File: src/rtl/cv32e41s_pkg.sv
// Shared types for the MPU error queue: response status codes and the
// tracking entry {err, we} kept per outstanding transaction.
package cv32e41s_pkg;

  typedef enum logic [1:0] {
    MPU_OK       = 2'b00,
    MPU_RE_FAULT = 2'b01,
    MPU_WR_FAULT = 2'b10
  } mpu_status_e;

  typedef struct packed {
    logic err;
    logic we;
  } mpu_errq_entry_t;

endpackage

File: src/rtl/cv32e41s_mpu_errq_fifo.sv
// In-order tracking FIFO of DEPTH {err,we} entries.
// Ports: i_push/i_pop/i_data in; o_full/o_empty/o_count/o_head/o_err_any out.
module cv32e41s_mpu_errq_fifo
  import cv32e41s_pkg::*;
#(
  parameter int DEPTH = 2,
  parameter int CW    = 2
) (
  input  logic            clk,
  input  logic            rst,
  input  logic            i_push,
  input  logic            i_pop,
  input  mpu_errq_entry_t i_data,
  output logic            o_full,
  output logic            o_empty,
  output logic [CW-1:0]   o_count,
  output mpu_errq_entry_t o_head,
  output logic            o_err_any
);

  localparam int PW = (DEPTH > 1) ? $clog2(DEPTH) : 1;

  mpu_errq_entry_t  r_mem [DEPTH];
  logic [DEPTH-1:0] r_vld;
  logic [PW-1:0]    r_wptr;
  logic [PW-1:0]    r_rptr;
  logic [CW-1:0]    r_cnt;
  logic [DEPTH-1:0] w_vld_nxt;
  logic [DEPTH-1:0] w_err_vec;

  function automatic logic [PW-1:0] f_inc(input logic [PW-1:0] p);
    return (p == PW'(DEPTH - 1)) ? '0 : p + PW'(1);
  endfunction

  // Per-slot valid bits make "any queued error" a simple OR.
  always_comb begin
    w_vld_nxt = r_vld;
    if (i_pop)  w_vld_nxt[r_rptr] = 1'b0;
    if (i_push) w_vld_nxt[r_wptr] = 1'b1;
  end

  always_comb begin
    w_err_vec = '0;
    for (int i = 0; i < DEPTH; i++)
      w_err_vec[i] = r_vld[i] & r_mem[i].err;
  end

  always_ff @(posedge clk) begin
    if (rst) begin
      r_wptr <= '0;
      r_rptr <= '0;
      r_cnt  <= '0;
      r_vld  <= '0;
    end else begin
      if (i_push) r_wptr <= f_inc(r_wptr);
      if (i_pop)  r_rptr <= f_inc(r_rptr);
      r_cnt <= r_cnt + CW'(i_push) - CW'(i_pop);
      r_vld <= w_vld_nxt;
    end
  end

  always_ff @(posedge clk) begin
    if (i_push && !rst) r_mem[r_wptr] <= i_data;
  end

  assign o_full    = (r_cnt == CW'(DEPTH));
  assign o_empty   = (r_cnt == '0);
  assign o_count   = r_cnt;
  assign o_head    = r_mem[r_rptr];
  assign o_err_any = |w_err_vec;

endmodule

File: src/rtl/cv32e41s_mpu_errq.sv
// MPU error queue: forwards fault-free requests to the bus and answers
// faulting ones locally, keeping all responses in request order.
// Ports: core req/resp, bus req/resp, mpu_err_i, status/outstanding/errors.
// Optional fault counter enabled by CV32E41S_MPU_ERRQ_CNT_EN.
module cv32e41s_mpu_errq
  import cv32e41s_pkg::*;
#(
  parameter int DEPTH = 2,
  parameter int REQ_W = 64,
  parameter int RSP_W = 33
) (
  input  logic                       clk,
  input  logic                       rst,
  input  logic                       core_trans_valid_i,
  output logic                       core_trans_ready_o,
  input  logic [REQ_W-1:0]           core_trans_i,
  input  logic                       core_trans_we_i,
  input  logic                       mpu_err_i,
  output logic                       bus_trans_valid_o,
  input  logic                       bus_trans_ready_i,
  output logic [REQ_W-1:0]           bus_trans_o,
  input  logic                       bus_resp_valid_i,
  input  logic [RSP_W-1:0]           bus_resp_i,
  output logic                       core_resp_valid_o,
  output logic [RSP_W-1:0]           core_resp_o,
  output logic [1:0]                 core_resp_status_o,
  output logic                       core_mpu_err_o,
  output logic [$clog2(DEPTH+1)-1:0] outstanding_o,
  output logic                       resp_unexpected_o,
  output logic [15:0]                err_cnt_o
);

  localparam int CW = $clog2(DEPTH + 1);

  mpu_errq_entry_t w_head;
  mpu_errq_entry_t w_entry;
  logic            w_full;
  logic            w_empty;
  logic            w_err_pend;
  logic            w_push;
  logic            w_pop;
  logic            w_err_rsp;
  logic            w_ok_rsp;
  logic            r_unexp;

  assign w_entry = '{err: mpu_err_i, we: core_trans_we_i};

  cv32e41s_mpu_errq_fifo #(
    .DEPTH (DEPTH),
    .CW    (CW)
  ) u_fifo (
    .clk       (clk),
    .rst       (rst),
    .i_push    (w_push),
    .i_pop     (w_pop),
    .i_data    (w_entry),
    .o_full    (w_full),
    .o_empty   (w_empty),
    .o_count   (outstanding_o),
    .o_head    (w_head),
    .o_err_any (w_err_pend)
  );

  // A queued fault blocks clean traffic so the fault is answered in order.
  assign core_trans_ready_o = !w_full &&
    (mpu_err_i || (bus_trans_ready_i && !w_err_pend));
  assign w_push = core_trans_valid_i && core_trans_ready_o;

  assign bus_trans_valid_o = core_trans_valid_i && !mpu_err_i &&
    !w_full && !w_err_pend;
  assign bus_trans_o    = core_trans_i;
  assign core_mpu_err_o = core_trans_valid_i && mpu_err_i;

  assign w_err_rsp = !w_empty && w_head.err;
  assign w_ok_rsp  = !w_empty && !w_head.err && bus_resp_valid_i;
  assign w_pop     = !rst && (w_err_rsp || w_ok_rsp);

  assign core_resp_valid_o  = w_pop;
  assign core_resp_o        = w_ok_rsp ? bus_resp_i : '0;
  assign core_resp_status_o = !w_err_rsp ? MPU_OK :
    (w_head.we ? MPU_WR_FAULT : MPU_RE_FAULT);

  // Bus data with no clean head to match is dropped and flagged.
  always_ff @(posedge clk) begin
    if (rst) r_unexp <= 1'b0;
    else if (bus_resp_valid_i && (w_empty || w_head.err))
      r_unexp <= 1'b1;
  end

  assign resp_unexpected_o = r_unexp;

`ifdef CV32E41S_MPU_ERRQ_CNT_EN
  logic [15:0] r_err_cnt;

  always_ff @(posedge clk) begin
    if (rst) r_err_cnt <= '0;
    else if (w_push && mpu_err_i && r_err_cnt != 16'hFFFF)
      r_err_cnt <= r_err_cnt + 16'd1;
  end

  assign err_cnt_o = r_err_cnt;
`else
  assign err_cnt_o = 16'h0;
`endif

endmodule

File: config.mk
export PLATFORM = sky130hd
export DESIGN_NAME = cv32e41s_mpu_errq
export DESIGN_NICKNAME = d
export VERILOG_FILES = /design/src/rtl/cv32e41s_pkg.sv /design/src/rtl/cv32e41s_mpu_errq_fifo.sv /design/src/rtl/cv32e41s_mpu_errq.sv
export SDC_FILE = /design/constraint.sdc
export NUM_CORES = 1
export LEC_CHECK = 0
export CORE_AREA = 2 2 89 91
export CTS_CLUSTER_DIAMETER = 60
export DETAILED_ROUTE_END_ITERATION = 16
export DIE_AREA = 0 0 91 93
export GPL_TIMING_DRIVEN = 1
export PLACE_DENSITY = 0.68
export SLEW_MARGIN = 25
export SYNTH_ARGS = -nofsm -noshare
export SYNTH_HDL_FRONTEND = slang
export SYNTH_SLANG_ARGS = --single-unit
File: constraint.sdc
create_clock -name clk -period 5.6 [get_ports clk]
set_clock_uncertainty 0.1 [all_clocks]
set_input_delay 0.56 -clock clk [delete_from_list [all_inputs] [get_ports clk]]
set_output_delay 0.56 -clock clk [all_outputs]
set_load 0.02 [all_outputs]
### After elaboration in Yosys (flattened, before gate mapping)

Memory sizes are Yosys's and may differ from the RTL's. A register that Yosys moved wholly into a read port is not among the register bits.
Cells that the tools add are included.

* register bits: 7
* memory bits (writable): 4
* input port bits: 104
* output and inout bits: 122
* word-level logic and storage cells: 61
* memories kept: 1

Memory list
* u_fifo.r_mem: depth 2, width 2, read ports 3, clocked after Yosys merged registers in 1, write ports 1, RTL line cv32e41s_mpu_errq_fifo.sv:23 `mpu_errq_entry_t r_mem [DEPTH];`

* add/subtract/negate cells: 4
* magnitude comparators: 4
* eq/ne operators: 1
* mux-type cells: 15
* bitwise logic cells: 5
* reductions and logical operators: 26

Operators by type and width (number)
* 33-bit two-way mux: 1
* 1-bit logical AND: 15
* 1-bit two-way mux: 8
* 2-bit two-way mux: 4
* 1-bit zero test: 6
* 1-bit by 2-bit less-than comparator with 1-bit output (second input constant): 2
* 1-bit logical OR: 3
* 1-bit adder (second input constant): 2
* 2-bit by 1-bit adder with 2-bit output: 1
* 1-bit AND: 2
* 2-bit AND: 1
* 1-bit demux with 1-bit select: 2
* 2-bit equality test (second input constant): 1
* 1-bit greater-or-equal comparator (second input constant): 2
* 2-bit zero test: 1
* 2-bit inverter: 1
* 2-bit bitwise OR: 1
* 2-bit OR reduction: 1
* 2-bit by 1-bit subtractor with 2-bit output: 1

### Longest topological paths before layout

An unclocked memory read counts as a cell.

* depth after elaboration: 11
* depth in mapped cells: 8
* gate-level depth less buffers: 8

### By module

From an unflattened synthesis, not the netlist that was laid out.

* cells, all modules: 172
* area, all modules: 1405.1 um2

By module, submodules not included
* cv32e41s_mpu_errq: times used 1, cells an instance 133, area each 959.7 um2, seq. area each 20.0 um2
* cv32e41s_mpu_errq_fifo: times used 1, cells an instance 39, area each 445.4 um2, seq. area each 260.2 um2

### Worst setup path before layout

Ideal clock, no wire load.

* kind: input-to-reg
* start: in rst
* end: reg u_fifo.r_cnt[1] (netlist: u_fifo.o_count[1])
* library setup time: 72 ps
* arrival time: 1825 ps
* required time: 5428 ps
* slack: 3603 ps
* cell stages on the path: 7
* buffers on the path: 1
* path through: clkbuf_1 nor2_1 xnor2_1 ha_1 xor2_1 nand2b_1 mux2i_1

* word-level cells in the longest chain between the ends: 3

RTL lines
* start, declared: RTL line cv32e41s_mpu_errq.sv:13 `input logic rst,`
* 1-bit zero test: RTL line cv32e41s_mpu_errq.sv:76 `assign w_pop = !rst && (w_err_rsp || w_ok_rsp);`
* 1-bit logical AND: RTL line cv32e41s_mpu_errq.sv:76
* net core_resp_valid_o: RTL line cv32e41s_mpu_errq.sv:24 `output logic core_resp_valid_o,`
* 2-bit by 1-bit subtractor with 2-bit output: RTL line cv32e41s_mpu_errq_fifo.sv:57 `r_cnt <= r_cnt + CW'(i_push) - CW'(i_pop);`
* end signal, assigned: RTL line cv32e41s_mpu_errq_fifo.sv:57
* end, declared: RTL line cv32e41s_mpu_errq_fifo.sv:27 `logic [CW-1:0] r_cnt;`

The timed path passes the listed nets, and every way through them passes these cells.
A chain may end at the register's enable or synchronous reset.

### Final worst setup path

* start: in bus_resp_valid_i
* end: out core_resp_o[25]

* word-level cells in the longest chain between the ends: 2

RTL lines
* start, declared: RTL line cv32e41s_mpu_errq.sv:22 `input logic bus_resp_valid_i,`
* 1-bit logical AND: RTL line cv32e41s_mpu_errq.sv:75 `assign w_ok_rsp = !w_empty && !w_head.err && bus_resp_valid_i;`
* 33-bit two-way mux: RTL line cv32e41s_mpu_errq.sv:79 `assign core_resp_o = w_ok_rsp ? bus_resp_i : '0;`
* end, declared: RTL line cv32e41s_mpu_errq.sv:25 `output logic [RSP_W-1:0] core_resp_o,`

Every way passes these cells.

==> impl_metrics.tcl <==
set metrics [dict create \
    slew_violations 0 \
    final_common_cell "clkdlybuf4s50_1" \
    area_growth_pct 29.3 \
    cts_buffer_depth 2 \
    clkSinkCount 12 \
    path_cells "clkdlybuf4s50_1 > nor3b_4 > and2_2 > clkdlybuf4s50_1" \
    die_h_um 93 \
    yosys_register_bits 12 \
    place_area_um2 1810 \
    wl_mm 3.84 \
    final_cell_count_no_fill 291 \
    cts_resized 0 \
    antenna_left 0 \
    synth_mux_area_frac 0.0245 \
    cts_buffers 3 \
    final_util 0.246 \
    drt_iter0_drc 16 \
    cts_setup_buffers 0 \
    place.gp.congestion 0.742 \
    die-area_um2 8460 \
    drc 0 \
    criticalPathCategory "in -> out" \
    synth_area_um2 1430 \
    min_period_over_period 0.611 \
    dr_total_vias 1042 \
    nNetsFinal 295 \
    reg2reg_slack_ps 3500 \
    antenna_found_initial 0 \
    cpMostUsedCell "clkdlybuf4s50_1" \
    crit_arrival_ps 2760 \
    viasPerCell 3.58 \
    gr-usage-met1 0.0917 \
    path_max_fanout 33 \
    leakagePower_nw 0.713 \
    holdBufCountCts 0 \
    grt_pass1_vias 1066 \
    grt.busiest_layer "met2" \
    rows 32 \
    grt_overflow_total 0 \
    r2r_end "u_fifo.o_count[1]$_SDFF_PP0_" \
    use_met3 0.0620 \
    ys_warn_count 0 \
    ir_worst_vdd_uv 154 \
    drive_gt1_frac 0.196 \
    synth_fa_ha_area_frac 0.00873 \
    final_cell_mix "81 x clkdlybuf4s50_1, 29 x and2_2, 16 x conb_1" \
    crit_path_max_incr_delay_ps 790 \
    tns_ps 0 \
    cts_tree "done" \
    grt_pass1_wl_mm 5.65 \
    io_pins 226 \
    syn_inst 173 \
    drv_cap 0 \
    syn_avg_cell_area_um2 8.28 \
    cts-root-buf "clkbuf_8" \
    whs_path_depth 2 \
    yosysTopAreaCellShare 0.419 \
    critPathLaunchType "input pin" \
    hold_viol_final 0 \
    synthSimpleGateAreaFrac 0.258 \
    die_w_um 91 \
    grt_max_degree 34 \
    rr_worst_depth 8 \
    start_util 0.190 \
    worstHoldStart "resp_unexpected_o$_SDFFE_PP0P_" \
    n_antenna_cell 0 \
    fin_crit_ps 3420 \
    fmax_mhz 292 \
    required_ps 4940 \
    track_usage 0.0863 \
    fin_area_um2 1850 \
    path_clk_slew_ps 50 \
    gr-usage-met2 0.121 \
    r2r_start "u_fifo.r_mem[0][1]$_DFFE_PP_" \
    firstDrtPassIters 4 \
    place_hpwl_mm 3.17 \
    power.density_nw_per_um2 247 \
    synth_compound_area_frac 0.0550 \
    cp_slowest_cell "nor3b_4" \
    synthTopCellsByArea "buf_4 42%, and2_2 15%, dfxtp_1 11%" \
    synth_cell_type_count 30 \
    setup_ws_ps 2180 \
    ctsHtreeMaxLevel 1 \
    slew-limit-headroom 0.385 \
    numPortBuffers 81 \
    hold_end "resp_unexpected_o$_SDFFE_PP0P_" \
    end_kind "output pin" \
    rsz0062_at_grt "false" \
    dp_slack_ps 2130 \
    status "complete, no violations" \
    synth-xor-area-share 0.0183 \
    wire_per_inst_um 13.2 \
    yosysTopAreaCell "buf_4" \
    dp.cells 287 \
    yosysSeqAreaShare 0.196 \
    worst_pin_slew_ps 921 \
    synth_top_family_by_area "buffers and inverters" \
    clk-insertion-delay-late_ps 240 \
    fp.coreArea_um2 7530 \
    worstHoldPathType "reg -> reg" \
    setup_viol 0 \
]
[sequential cells by signal, indices dropped and copies added, names as in the netlist, named ones only]
register           flops
u_fifo.r_vld           2
u_fifo.r_mem           4
u_fifo.o_count         2
u_fifo.r_rptr          1
resp_unexpected_o      1
u_fifo.r_wptr          1
[cell type report]
class | instances | area (um2)
clock inverter | 1 | 3.75
fill | 848 | 5670
tap | 102 | 128
multi-input combinational | 90 | 582
sequential | 12 | 280
timing repair buffer | 81 | 811
inverter | 2 | 7.51
clock buffer | 3 | 41.3
[how the worst max path moves through the flow]
stage / startpoint / endpoint / slack, ps / cells after the start
after floorplan: rst / u_fifo.o_count[1]$_SDFF_PP0_ / 3600 / 7
after global placement: bus_resp_valid_i / core_resp_o[6] / 2190 / 4
after detailed placement: bus_resp_valid_i / core_resp_o[25] / 2130 / 4
after CTS: bus_resp_valid_i / core_resp_o[25] / 2120 / 4
after global routing: bus_resp_valid_i / core_resp_o[31] / 1990 / 4
final: bus_resp_valid_i / core_resp_o[25] / 2180 / 4
[cells by family (layout without fill, tap and decap cells)]
logic type      count (synthesis)  after routing
simple gates                   54             54
flops                          12             12
compound gates                 13             13
buf+inv                        86             87
mux                             3              3
xor+xnor                        3              3
fa+ha+maj                       1              1
other cells                     1             16
[metal layers]
| metal | part of all wire | vias up |
|---|---|---|
| li1 | - | 482 |
| met1 | 0.37 | 438 |
| met2 | 0.42 | 99 |
| met3 | 0.16 | 23 |
| met4 | 0.045 | 0 |
| met5 | 0 | - |
[power breakdown]
| group | total, W | switching, W | internal, W |
|---|---|---|---|
| clock network | 0.0000784 | 0.0000302 | 0.0000482 |
| registers | 0.000123 | 0.0000164 | 0.000107 |
| logic | 0.000255 | 0.000123 | 0.000132 |
| total | 0.000457 | 0.000170 | 0.000287 |
[critical path: cells and delay by family]
| family | cells | cell delay (ps) |
|---|---|---|
| buf+inv | 2 | 1130 |
| simple gates | 2 | 1060 |
[cells in the mapped netlist (all sizes together)]
| master | instances |
|---|---|
| nand2b | 2 |
| or2 | 1 |
| nand2 | 3 |
| clkbuf | 4 |
| o22ai | 1 |
| or3 | 1 |
| edfxtp | 4 |
| and2 | 35 |
| nor3 | 2 |
| buf | 80 |
| xor2 | 1 |
| nor2 | 5 |
| mux2i | 2 |
| and3b | 1 |
| a32o | 1 |
| mux2 | 1 |
| a21oi | 4 |
| nor2b | 2 |
| dfxtp | 8 |
| xnor2 | 2 |
| o21ai | 5 |
| ha | 1 |
| a22oi | 1 |
| nor3b | 2 |
| o22a | 1 |
| inv | 2 |
| conb | 1 |
[metrics by stage]
stage | hold slack (ps) | total power [W]
2_1_floorplan | 354 | 0.000344
3_3_place_gp | 335 | 0.000378
3_5_place_dp | 353 | 0.000380
4_1_cts | 363 | 0.000462
5_1_grt | 384 | 0.000487
6_report | 354 | 0.000457
No activity file was read; power rests on OpenSTA's default activity.
